[src/rtl/mips_ctrl_pkg.sv]
// Shared control-bundle layout, register constants and ID/EX FSM encoding
// for the pipelined MIPS core.
package mips_ctrl_pkg;

  localparam int CTRL_WIDTH = 15;

  // Bit positions inside the decoder control bundle
  localparam int CTRL_JR        = 14;
  localparam int CTRL_JAL       = 13;
  localparam int CTRL_JUMP      = 12;
  localparam int CTRL_REGDST    = 11;
  localparam int CTRL_ALUSRC    = 10;
  localparam int CTRL_MEMTOREG  = 9;
  localparam int CTRL_REGWRITE  = 8;
  localparam int CTRL_MEMREAD   = 7;
  localparam int CTRL_MEMWRITE  = 6;
  localparam int CTRL_BNE       = 5;
  localparam int CTRL_BEQ       = 4;
  localparam int CTRL_ALUOP_MSB = 3;
  localparam int CTRL_ALUOP_LSB = 0;

  // Link register written by jal
  localparam logic [4:0] REG_RA = 5'd31;

  // ID/EX hazard FSM encoding
  localparam logic [0:0] ST_RUN     = 1'b0;
  localparam logic [0:0] ST_STALL_X = 1'b1;

  // Destination register: jal links to $ra, R-type writes rd, otherwise rt
  function automatic logic [4:0] dest_reg(input logic [CTRL_WIDTH-1:0] ctrl,
                                          input logic [4:0] rt,
                                          input logic [4:0] rd);
    if (ctrl[CTRL_JAL])         return REG_RA;
    else if (ctrl[CTRL_REGDST]) return rd;
    else                        return rt;
  endfunction

endpackage

[src/rtl/mips_hazard_detect.sv]
// Combinational hazard detector: compares the ID instruction's source
// registers against the destination of the instruction currently in EX.
import mips_ctrl_pkg::*;

module mips_hazard_detect (
  input  logic                  id_valid,
  input  logic [CTRL_WIDTH-1:0] id_control,
  input  logic [4:0]            id_rs,
  input  logic [4:0]            id_rt,
  input  logic                  ex_valid,
  input  logic [CTRL_WIDTH-1:0] ex_control,
  input  logic [4:0]            ex_write_reg,
  output logic                  load_use,
  output logic                  jr_hz,
  output logic                  jr_load
);

  logic uses_rs;
  logic uses_rt;
  logic ex_live;
  logic unused_ctrl;

  // Plain jumps and jal carry a target, not a register source
  assign uses_rs = id_valid & ~(id_control[CTRL_JUMP] & ~id_control[CTRL_JR])
                 & ~id_control[CTRL_JAL];
  assign uses_rt = id_valid & (id_control[CTRL_REGDST] | id_control[CTRL_MEMWRITE]
                 | id_control[CTRL_BEQ] | id_control[CTRL_BNE]);

  // $0 is hard-wired, so a producer targeting it never creates a hazard
  assign ex_live = ex_valid & (ex_write_reg != 5'd0);

  assign load_use = ex_live & ex_control[CTRL_MEMREAD]
                  & ((uses_rs & (ex_write_reg == id_rs))
                   | (uses_rt & (ex_write_reg == id_rt)));

  // jr resolves its target in ID, so even an ALU result is too late
  assign jr_hz   = id_valid & id_control[CTRL_JR] & ex_live
                 & ex_control[CTRL_REGWRITE] & (ex_write_reg == id_rs);
  assign jr_load = jr_hz & ex_control[CTRL_MEMREAD];

  assign unused_ctrl = ^{id_control[CTRL_ALUSRC], id_control[CTRL_MEMTOREG],
                         id_control[CTRL_REGWRITE], id_control[CTRL_MEMREAD],
                         id_control[CTRL_ALUOP_MSB:CTRL_ALUOP_LSB],
                         ex_control[CTRL_JR:CTRL_MEMTOREG],
                         ex_control[CTRL_MEMWRITE:CTRL_ALUOP_LSB]};

endmodule

[src/rtl/id_ex_stage.sv]
// ID/EX pipeline register with load-use / jr hazard bubbles, PC/IF-ID stall
// generation and a saturating bubble counter.
import mips_ctrl_pkg::*;

module id_ex_stage #(
  parameter int DATA_WIDTH = 32,
  parameter int CTRL_WIDTH = mips_ctrl_pkg::CTRL_WIDTH
) (
  input  logic                  clk,
  input  logic                  reset,
  input  logic [CTRL_WIDTH-1:0] id_control,
  input  logic                  id_valid,
  input  logic [31:0]           id_instr,
  input  logic [DATA_WIDTH-1:0] id_pc_plus4,
  input  logic [DATA_WIDTH-1:0] id_read_data1,
  input  logic [DATA_WIDTH-1:0] id_read_data2,
  input  logic [DATA_WIDTH-1:0] id_imm,
  input  logic                  flush,
  input  logic                  hold,
  output logic [CTRL_WIDTH-1:0] ex_control,
  output logic                  ex_valid,
  output logic [DATA_WIDTH-1:0] ex_pc_plus4,
  output logic [DATA_WIDTH-1:0] ex_read_data1,
  output logic [DATA_WIDTH-1:0] ex_read_data2,
  output logic [DATA_WIDTH-1:0] ex_imm,
  output logic [4:0]            ex_rs,
  output logic [4:0]            ex_rt,
  output logic [4:0]            ex_rd,
  output logic [4:0]            ex_write_reg,
  output logic [4:0]            ex_shamt,
  output logic                  stall,
  output logic [15:0]           stall_cycles
);

  logic [4:0] id_rs, id_rt, id_rd, id_shamt, id_write_reg;
  logic       load_use, jr_hz, jr_load;
  logic       bubble;
  logic [0:0] state;
  logic       unused_instr;

  assign id_rs        = id_instr[25:21];
  assign id_rt        = id_instr[20:16];
  assign id_rd        = id_instr[15:11];
  assign id_shamt     = id_instr[10:6];
  assign id_write_reg = dest_reg(id_control, id_rt, id_rd);
  assign unused_instr = ^{id_instr[31:26], id_instr[5:0]};

  mips_hazard_detect u_hazard (
    .id_valid     (id_valid),
    .id_control   (id_control),
    .id_rs        (id_rs),
    .id_rt        (id_rt),
    .ex_valid     (ex_valid),
    .ex_control   (ex_control),
    .ex_write_reg (ex_write_reg),
    .load_use     (load_use),
    .jr_hz        (jr_hz),
    .jr_load      (jr_load)
  );

  // A bubble is owed in STALL_X or on any live hazard, unless a flush kills ID
  assign bubble = ~flush & ((state == ST_STALL_X) | load_use | jr_hz);

  // Stall request: hold freezes everything, a bubble keeps ID in place
  always_comb begin
    // NOTE: default assignment first so every path drives stall and no latch is inferred.
    stall = 1'b0;
    if (reset) begin
      if (hold)        stall = 1'b1;
      else if (bubble) stall = 1'b1;
    end
  end

  // Pipeline register, hazard FSM and bubble counter
  always_ff @(posedge clk) begin
    // NOTE: non-blocking assignments so every register samples pre-edge values.
    if (!reset) begin
      // NOTE: data registers are reset too, since every EX output must read 0 out of reset.
      ex_control    <= '0;
      ex_valid      <= 1'b0;
      ex_pc_plus4   <= '0;
      ex_read_data1 <= '0;
      ex_read_data2 <= '0;
      ex_imm        <= '0;
      ex_rs         <= '0;
      ex_rt         <= '0;
      ex_rd         <= '0;
      ex_write_reg  <= '0;
      ex_shamt      <= '0;
      state         <= ST_RUN;
      stall_cycles  <= '0;
    end else if (!hold) begin
      // Data fields follow ID on every non-held cycle; ex_valid qualifies them
      ex_pc_plus4   <= id_pc_plus4;
      ex_read_data1 <= id_read_data1;
      ex_read_data2 <= id_read_data2;
      ex_imm        <= id_imm;
      ex_rs         <= id_rs;
      ex_rt         <= id_rt;
      ex_rd         <= id_rd;
      ex_write_reg  <= id_write_reg;
      ex_shamt      <= id_shamt;
      if (flush) begin
        ex_control <= '0;
        ex_valid   <= 1'b0;
        state      <= ST_RUN;
      end else if (bubble) begin
        ex_control <= '0;
        ex_valid   <= 1'b0;
        // jr after a load needs a second bubble until the load reaches WB
        state      <= ((state == ST_RUN) && jr_load) ? ST_STALL_X : ST_RUN;
        if (stall_cycles != 16'hFFFF) stall_cycles <= stall_cycles + 16'd1;
      end else begin
        ex_control <= id_control;
        ex_valid   <= id_valid;
        state      <= ST_RUN;
      end
    end
  end

endmodule

[config.mk]
export PLATFORM = sky130hd
export DESIGN_NAME = id_ex_stage
export DESIGN_NICKNAME = d
export VERILOG_FILES = /design/src/rtl/mips_ctrl_pkg.sv /design/src/rtl/mips_hazard_detect.sv /design/src/rtl/id_ex_stage.sv
export SDC_FILE = /design/constraint.sdc
export NUM_CORES = 1
export LEC_CHECK = 0
export ABC_AREA = 1
export BUFFER_PORTS_ARGS = -buffer_cell sky130_fd_sc_hd__buf_2
export CAP_MARGIN = 0
export CORE_AREA = 2 2 141 143
export CTS_CLUSTER_SIZE = 28
export DETAILED_ROUTE_END_ITERATION = 10
export DIE_AREA = 0 0 143 145
export GPL_TIMING_DRIVEN = 0
export PLACE_DENSITY = 0.71
export RECOVER_POWER = 25
export REMOVE_ABC_BUFFERS = 1
export SYNTH_ARGS = -nofsm -noshare
export SYNTH_HDL_FRONTEND = slang
export SYNTH_HIERARCHICAL = 1
export SYNTH_SLANG_ARGS = --single-unit
[constraint.sdc]
create_clock -name clk -period 2.3 [get_ports clk]
set_input_delay 0.46 -clock clk [delete_from_list [all_inputs] [get_ports clk]]
set_output_delay 0.46 -clock clk [all_outputs]
set_load 0.05 [all_outputs]
==> results of run 1 <==
## power by group through the flow
stage / Combinational, µW / Sequential (µW) / Clock, µW
floorplan: 323 / 4270 / 0
global placement: 1520 / 3580 / 0
detailed placement: 1520 / 3590 / 0
CTS: 1530 / 3520 / 2930
global route: 1630 / 3540 / 3070
finish: 1520 / 3510 / 2840
## worst max path at each step
stage	to	from	slack (ns)	cells past startpoint
2_1_floorplan	stall	hold	-0.71	2
3_3_place_gp	stall_cycles[11]	hold	-3.92	7
3_5_place_dp	stall_cycles[13]	hold	-0.57	8
4_1_cts	stall	ex_write_reg[3]	-0.09	13
5_1_grt	stall	ex_write_reg[3]	-0.21	13
6_report	stall	ex_write_reg[2]	-0.07	11
## cell families after synthesis
logic type | after synthesis | synth area share, %
flip-flops | 186 | 52.0
XOR/XNOR | 8 | 0.978
AND/OR/NAND/NOR | 482 | 27.4
AO/OA/AOI/OAI | 193 | 14.0
buffers and inverters | 99 | 5.43
adder cells (fa/ha/maj) | 1 | 0.175
## stage by stage
step,total power (µW),TNS [ns]
after floorplan,4600,-9.70
after global placement,5100,-601.78
after detailed placement,5110,-8.88
after CTS,7980,-0.0880
after global routing,8250,-1.66
final,7880,-0.0665
## cells in the final DEF, fill, tap and decap left out, types with 3 or more instances in the layout
| cell | instances |
|---|---|
| buf_2 | 350 |
| nor2_1 | 322 |
| dfxtp_1 | 181 |
| o21ai_0 | 152 |
| nand2_1 | 97 |
| inv_1 | 31 |
| a21oi_1 | 29 |
| nand4_1 | 22 |
| nand3_1 | 19 |
| clkbuf_16 | 17 |
| nand2_2 | 7 |
| buf_4 | 7 |
| inv_8 | 5 |
| nor2_4 | 5 |
| a21oi_2 | 5 |
| xor2_1 | 5 |
| inv_2 | 4 |
| o211ai_1 | 4 |
| inv_6 | 4 |
| nor2_2 | 3 |
| xnor2_1 | 3 |
| clkinv_4 | 3 |
| dfxtp_4 | 3 |
## synth_stat cells (all sizes together)
cell type	number	area (µm²)
buf	6	40.0
clkbuf	54	203
ha	1	12.5
nand3b	2	15.0
o211ai	4	30.0
a31o	1	8.76
dfxtp	186	3720
nor3b	1	12.5
inv	37	139
nand3	20	105
xor2	5	43.8
xnor2	3	26.3
nand4	22	138
clkinv	2	7.51
nor2	330	1270
nand2	106	418
nor3	1	5.00
o21ai	153	777
a21oi	35	190
## cell type report
type	instances	area (µm²)	area share [%]
Timing Repair Buffer	364	1920	19.6
Clock buffer	18	439	4.47
Clock inverter	14	126	1.29
Tap cell	265	332	3.37
Sequential cell	186	3740	38.0
Multi-Input combinational cell	685	3110	31.6
Antenna cell	1	2.50	0.0255
Inverter	39	156	1.59
## layer usage
metal | part of all wire [%] | vias up | wire [µm] | global-route usage (%)
li1 | - | 3763 | - | -
met1 | 42 | 3282 | 8890 | 23.2
met2 | 49 | 253 | 10500 | 34.4
met3 | 7.4 | 19 | 1560 | 5.38
met4 | 1.6 | 0 | 333 | 6.73
met5 | 0 | - | 0 | 0
## timing repair
action	4_1_cts	5_1_grt
setup buffers	4	4
resized for setup	21	5
gates cloned	0	1
pin swaps	5	10
endpoints found under the setup margin	17	17
## tightest hold or removal path, delay by kind of cell
family | cells | cell delay [ns]
buffers and inverters | 1 | 0.07
AO/OA/AOI/OAI | 1 | 0.06
AND/OR/NAND/NOR | 1 | 0.07
==> summary.md, run 1 <==
| Metric | Value |
|---|---|
| Outcome | `finished with violations` |
| Failing checks | `setup timing` |
| Fin crit period | `2.37 ns` |
| Iter 0 DRT Violations | `320` |
| First-pass GRT wire length | `33,300 µm` |
| Power density over the cells | `approximately 800 nW/µm²` |
| Sw power | `2610 µW` |
| Final nets | `around 1,500` |
| Core area | `~19,000 µm²` |
| Hold Path End | `ex_imm[11]` |
| CP Class | `reg -> out` |
| Fillers | `~1,900` |
| Clock Latency Late Sink | `between 0.4 and 0.5 ns` |
| Switching part of the total | `about a third` |
| Worst flop-to-flop path endpoint | `stall_cycles[10]` |
| Worst R2R Start | `ex_write_reg[3]` |
| Startpoint Class | `flip-flop` |
| Gate power share | `between 10% and 20%` |
| Dpl ws | `-0.567 ns` |
| Hold Path Depth | `3` |
| Ratio of cells with drive above 1 in the final layout | `between 30 and 40%` |
| R2R Setup Slk | `roughly 0.010 ns` |
| Register bit total from synthesis | `around 190` |
| Critical Path Fanout Max | `5` |
| Fin. Hold Viols | `0` |
| Worst Path Buf+Inv | `2` |
| CTS tree | `built` |
| Die area | `around 21,000 µm²` |
| Hold slack | `about 0.27 ns` |
| PortBufs | `between 300 and 400` |
| # Max-Cap Violations | `0` |
| Worst setup EP type | `output port` |
| Yosys cell types | `29` |
| CP delay by family, top | `simple AND/OR/NAND/NOR gates` |
| Critical path's largest stage delay | `0.37 ns` |
| Synth warn | `6` |
| Final instance area | `9830 µm²` |
| Placed insts | `between 1,500 and 2,000` |
| Die width | `143 µm` |
| Final core utilization | `about half` |
| GRT overflow | `0` |
| Crit path arrival time | `1.91 ns` |
| I/O pin count | `between 300 and 400` |
| Hold Startpoint | `id_imm[11]` |
| Cts bufs inserted | `17` |
| Worst slew pin tran | `0.886 ns` |
| # setup viols final | `1` |
| Period utilization | `103%` |
| Site row count | `slightly above 50` |
| Leak | `approximately 0.0048 µW` |
| Worst R2R Path Depth | `16` |
| VDD IR max | `about 0.47 mV` |
| Post-Syn Area | `7170 µm²` |
| Final std cells w/o fill | `approximately 1,600` |
| Final ANT Viol Nets | `0` |
| Register share of total power | `between 40% and 50%` |
| Routed wire per std cell | `between 10 and 15 µm` |
| Routed WL | `about 21,000 µm` |
| Starting density of the core | `roughly 37%` |
| Clock tree buffer depth | `2` |
| Mean Syn Cell Area | `roughly 7.4 µm²` |
| Clock Power Share | `36.1%` |
| Sequential element share of the synthesized area | `just over 50%` |
| Int Pwr | `between 5000 and 6000 µW` |
| Clk_skew | `~0.0060 ns` |
| Hold WC Path Type | `in -> reg` |
| Slowest cell on the critical path | `dfxtp_4` |
| Vias in the first global route | `slightly below 7,000` |
| Vias per Instance | `about 4.7` |
| FMAX | `between 400 and 500 MHz` |
| Largest net degree at the start of global routing | `just over 90` |
| CP dominant cell by count | `nand2_1` |
| H-tree depth | `4` |
| Clk sinks | `roughly 190` |
| Worst-path cell chain | `inv_2, nand2_1, nand2_2, nor2_4, nand4_1, a21oi_2, nor2_1, nand2_1, nand2_4, a21oi_4, buf_6` |
| DRC violations left | `0` |
| Tot GR Track Use | `about a fifth` |
| Root Driver | `clkbuf_16` |
| Detailed placement HPWL | `roughly 15,000 µm` |
| Syn Inst Count | `969` |
| Pre-Repair DR Iteration Count | `5` |
| Area Growth Syn to Fin | `37.1%` |
| Vias | `7,317` |
| Worst Path Required | `around 1.8 ns` |
| RSZ-0062 raised after global routing | `true` |
| Fin worst setup slack | `-0.0665 ns` |
| GP Congestion | `just over 0.8` |
| Die Y | `145 µm` |
| Initial antenna violation count | `1` |
| Max Transition Viols Final | `0` |
| Relative slew slack | `approximately two fifths` |
| Worst-path clk slew | `0.08 ns` |
| CTS Hold Bufs | `0` |
| Area post-placement | `around 9100 µm²` |
Power figures use the tool's default switching activity.
==> inputs of run 2 (changes only) <==
ABC_AREA = default   (was 1)
CORE_AREA = 2 2 144 146   (was 2 2 141 143)
DIE_AREA = 0 0 146 148   (was 0 0 143 145)
MAX_ROUTING_LAYER = met4   (was default)
PLACE_DENSITY = 0.68   (was 0.71)
clock period = 2.2 ns   (was 2.3 ns; I/O delays follow)
==> run 2 against run 1 <==
The run still ends with setup timing left. Design area up 1.7%. Critical path depth is 4 lower. Register-to-register slack got worse by 0.43 ns. Total power increased by 2.3%. Sequential share of layout area fell by 0.60 points. Combinational power about the same.
==> summary.md, run 2 <==
| Metric | Value |
|---|---|
| Count leader, synth | `dfxtp_1 (was nor2_1)` |
| Syn Inst Count | `690 (was 969)` |
| Hold Startpoint | `id_read_data1[10] (was id_imm[11])` |
| PortBufs | `353 (unchanged)` |
| Hold Path Depth | `3 (unchanged)` |
| Max Transition Viols Final | `0 (unchanged)` |
| Clk_skew | `0.00740 ns (was 0.00602 ns)` |
| Worst setup EP type | `output port (unchanged)` |
| Iter 0 DRT Violations | `262 (was 320)` |
| DRC violations left | `0 (unchanged)` |
| Clk sinks | `186 (unchanged)` |
| Hold Path End | `ex_read_data1[10] (was ex_imm[11])` |
| Final instance area | `9990 µm² (was 9830 µm²)` |
| Final core utilization | `49.9% (was 51.2%)` |
| Worst flop-to-flop path endpoint | `ex_control[7] (was stall_cycles[10])` |
| EDFF count, synth | `0 (unchanged)` |
| VDD IR max | `0.457 mV (was 0.466 mV)` |
| Outcome | `finished with violations (unchanged)` |
| Vias per Instance | `4.75 (was 4.65)` |
| Die area | `21,600 µm² (was 20,700 µm²)` |
| Sequential element share of the synthesized area | `53.0% (was 52.0%)` |
| Worst R2R Start | `ex_write_reg[4] (was ex_write_reg[3])` |
| Critical Path Fanout Max | `3 (was 5)` |
| Pre-Repair DR Iteration Count | `4 (was 5)` |
| Met1 wire length | `8330 µm (was 8890 µm)` |
| Clock Latency Late Sink | `0.42 ns (about the same)` |
| Period utilization | `124%` |
| Die Y | `148 µm (was 145 µm)` |
| R2R Setup Slk | `-0.42 ns (was 0.01 ns)` |
| Yosys cell types | `39 (was 29)` |
| CTS Hold Bufs | `0 (unchanged)` |
| GP Congestion | `0.785 (was 0.809)` |
| CP Class | `reg -> out (unchanged)` |
| H-tree depth | `4 (unchanged)` |
| Largest net degree at the start of global routing | `103 (was 91)` |
| Post-Syn Area | `7030 µm² (was 7170 µm²)` |
| Final nets | `1,223 (was 1,474)` |
| Routed WL | `19,600 µm (was 21,300 µm)` |
| Starting density of the core | `35.1% (was 37.3%)` |
| FF/Latch Area | `3740 µm² (about the same)` |
| Core area | `20,000 µm² (was 19,200 µm²)` |
| Relative slew slack | `47.2% (was 40.9%)` |
| RSZ-0062 raised after global routing | `true (unchanged)` |
| Fin crit period | `roughly 2.7 ns` |
| Vias in the first global route | `6,119 (was 6,736)` |
| # setup viols final | `34 (was 1)` |
| Share of the synthesized area in the top cell type | `53.0% (was 52.0%)` |
| Synth top cells by count | `186 x dfxtp_1, 166 x nor2_1, 155 x mux2i_1, 25 x clkbuf_1, 19 x a21oi_1 (was 323 x nor2_1, 186 x dfxtp_1, 152 x o21ai_0, 100 x nand2_1, 54 x clkbuf_1)` |
| Failing checks | `setup timing (unchanged)` |
| Worst R2R Path Depth | `12 (was 16)` |
| Final ANT Viol Nets | `0 (unchanged)` |
| Vias | `6,296 (was 7,317)` |
| Synth warn | `6 (unchanged)` |
| Metal2 WL | `9550 µm (was 10,500 µm)` |
| GRT overflow | `0 (unchanged)` |
| FMAX | `roughly 370 MHz` |
| Crit path arrival time | `2.28 ns (was 1.91 ns)` |
| # diodes | `0 (was 1)` |
| Area Growth Syn to Fin | `42.1% (was 37.1%)` |
| Initial antenna violation count | `1 (unchanged)` |
| Clock tree buffer depth | `2 (unchanged)` |
| Met3 routed WL | `1410 µm (was 1560 µm)` |
| Root Driver | `clkbuf_16 (unchanged)` |
| Worst Path Required | `1.76 ns (was 1.84 ns)` |
| Hold WC Path Type | `in -> reg (unchanged)` |
| # Max-Cap Violations | `0 (unchanged)` |
| Fin worst setup slack | `-0.523 ns (was -0.0665 ns)` |
| First-pass GRT wire length | `30,600 µm (was 33,300 µm)` |
| Routed wire per std cell | `14.8 µm (was 13.5 µm)` |
| Power density over the cells | `807 nW/µm² (was 802 nW/µm²)` |
| Mean Syn Cell Area | `10.2 µm² (was 7.39 µm²)` |
| Cts bufs inserted | `17 (unchanged)` |
| Startpoint Class | `flip-flop (unchanged)` |
| Commonest non-fill, non-tap cells in the layout | `351 x buf_2, 181 x dfxtp_1, 166 x nor2_1, 155 x mux2i_1, 17 x clkbuf_16 (was 350 x buf_2, 322 x nor2_1, 181 x dfxtp_1, 152 x o21ai_0, 97 x nand2_1)` |
| Fillers | `1,949 (was 1,923)` |
| Register bit total from synthesis | `186 (unchanged)` |
| FFs w/ async S/R, synth | `0% (unchanged)` |
| Synth Flop Type | `dfxtp_1 (unchanged)` |
| Worst-path clk slew | `0.08 ns (about the same)` |
| CTS tree | `built (unchanged)` |
| Worst slew pin tran | `0.793 ns (was 0.886 ns)` |
| Area post-placement | `9020 µm² (was 9110 µm²)` |
| Commonest non-fill, non-tap cell in the layout | `buf_2 (unchanged)` |
| Fin. Hold Viols | `0 (unchanged)` |
| Die width | `146 µm (was 143 µm)` |
| Detailed placement HPWL | `13,600 µm (was 14,800 µm)` |
| Multi-input gate area | `3300 µm² (was 3110 µm²)` |
| Area leader, netlist | `dfxtp_1 (unchanged)` |
| Site row count | `52 (was 51)` |
| I/O pin count | `366 (unchanged)` |
| Ratio of cells with drive above 1 in the final layout | `42.7% (was 33.3%)` |
| Highest metal used | `met4 (unchanged)` |
| Tot GR Track Use | `17.9% (was 19.8%)` |
| Top post-synthesis cells by area | `dfxtp_1 53%, mux2i_1 22%, nor2_1 8.9% (was dfxtp_1 52%, nor2_1 17%, o21ai_0 11%)` |
| Leak | `0.00505 µW (was 0.00483 µW)` |
-- run 2: cell count changes after synthesis, sizes merged, moves of 6 or more --
cell    delta
nand3     -13
a21oi     -16
inv       -33
nand4     -14
mux2i    +155
nor2     -164
o31ai      +7
a22oi     +16
nor4       +6
buf       +12
o21ai    -142
nand2     -95
clkbuf    -29
or4        +9
-- run 2: logic make-up (layout without fill, tap and decap cells) --
| group | count (synthesis) | count (layout) | synth area share [%] |
|---|---|---|---|
| compound gates | 57 | 57 | 5.04 |
| xor+xnor | 10 | 10 | 1.25 |
| fa+ha+maj | 1 | 1 | 0.178 |
| buf+inv | 47 | 412 | 2.90 |
| flops | 186 | 186 | 53.0 |
| mux | 155 | 155 | 22.1 |
| simple gates | 234 | 234 | 15.6 |
-- run 2: power breakdown --
part / total, µW / internal [µW] / switching [µW] / leakage [µW]
Combinational: 1490 / 456 / 1030 / 0.00325
Sequential: 3630 / 3540 / 90.5 / 0.00153
Clock: 2940 / 1500 / 1440 / 0.000274
-- run 2: layout make-up --
class / count / area share, %
sequential: 186 / 37.4
inverter: 4 / 0.200
clock buffer: 18 / 4.30
timing repair buffer: 376 / 20.4
multi-input combinational: 457 / 33.0
clock inverter: 14 / 1.28
tap: 270 / 3.38
-- run 2: how the worst max path moves through the flow --
stage / start / endpoint / slack (ns) / cells after the start
after floorplan: ex_write_reg[0] / stall / -1.02 / 7
after global placement: hold / stall / -3.61 / 4
after detailed placement: id_control[11] / stall_cycles[3] / -0.80 / 8
after CTS: ex_write_reg[4] / stall / -0.56 / 7
after global routing: ex_write_reg[4] / stall / -0.69 / 9
final: ex_write_reg[4] / stall / -0.52 / 7
-- run 2: per-layer routing --
| metal | vias to the layer above | track usage [%] |
|---|---|---|
| li1 | 3093 | - |
| met1 | 2944 | 21.2 |
| met2 | 239 | 30.0 |
| met3 | 20 | 5.19 |
| met4 | 0 | 4.47 |
| met5 | - | - |
-- run 2: metrics by stage --
step                      setup TNS, ns  setup slack (ns)  hold WS [ns]  std cells  total power, µW
final                            -10.87            -0.523         0.248       1325             8070
after floorplan                  -14.24             -1.02         0.442        647             4660
after global routing             -15.62            -0.690         0.224       1325             8410
after detailed placement         -20.77            -0.798         0.462       1272             5160
after global placement          -475.62             -3.61         0.454       1270             5180
after CTS                        -10.17            -0.557         0.223       1320             8160
-- run 2: worst max-delay path, stage by stage (launching register included) --
cell and delay (ns):
dfxtp_4 0.36, or4_4 0.54, o21ai_4 0.18, a211oi_2 0.05
or3_4 0.40, nand2b_4 0.09, a21oi_4 0.05, buf_6 0.19
-- run 2: what timing repair did --
action	in CTS	in global routing
endpoints found under the setup margin	33	33
resized for setup	31	32
gates cloned	1	0
pin swaps	17	26
setup buffers	15	7
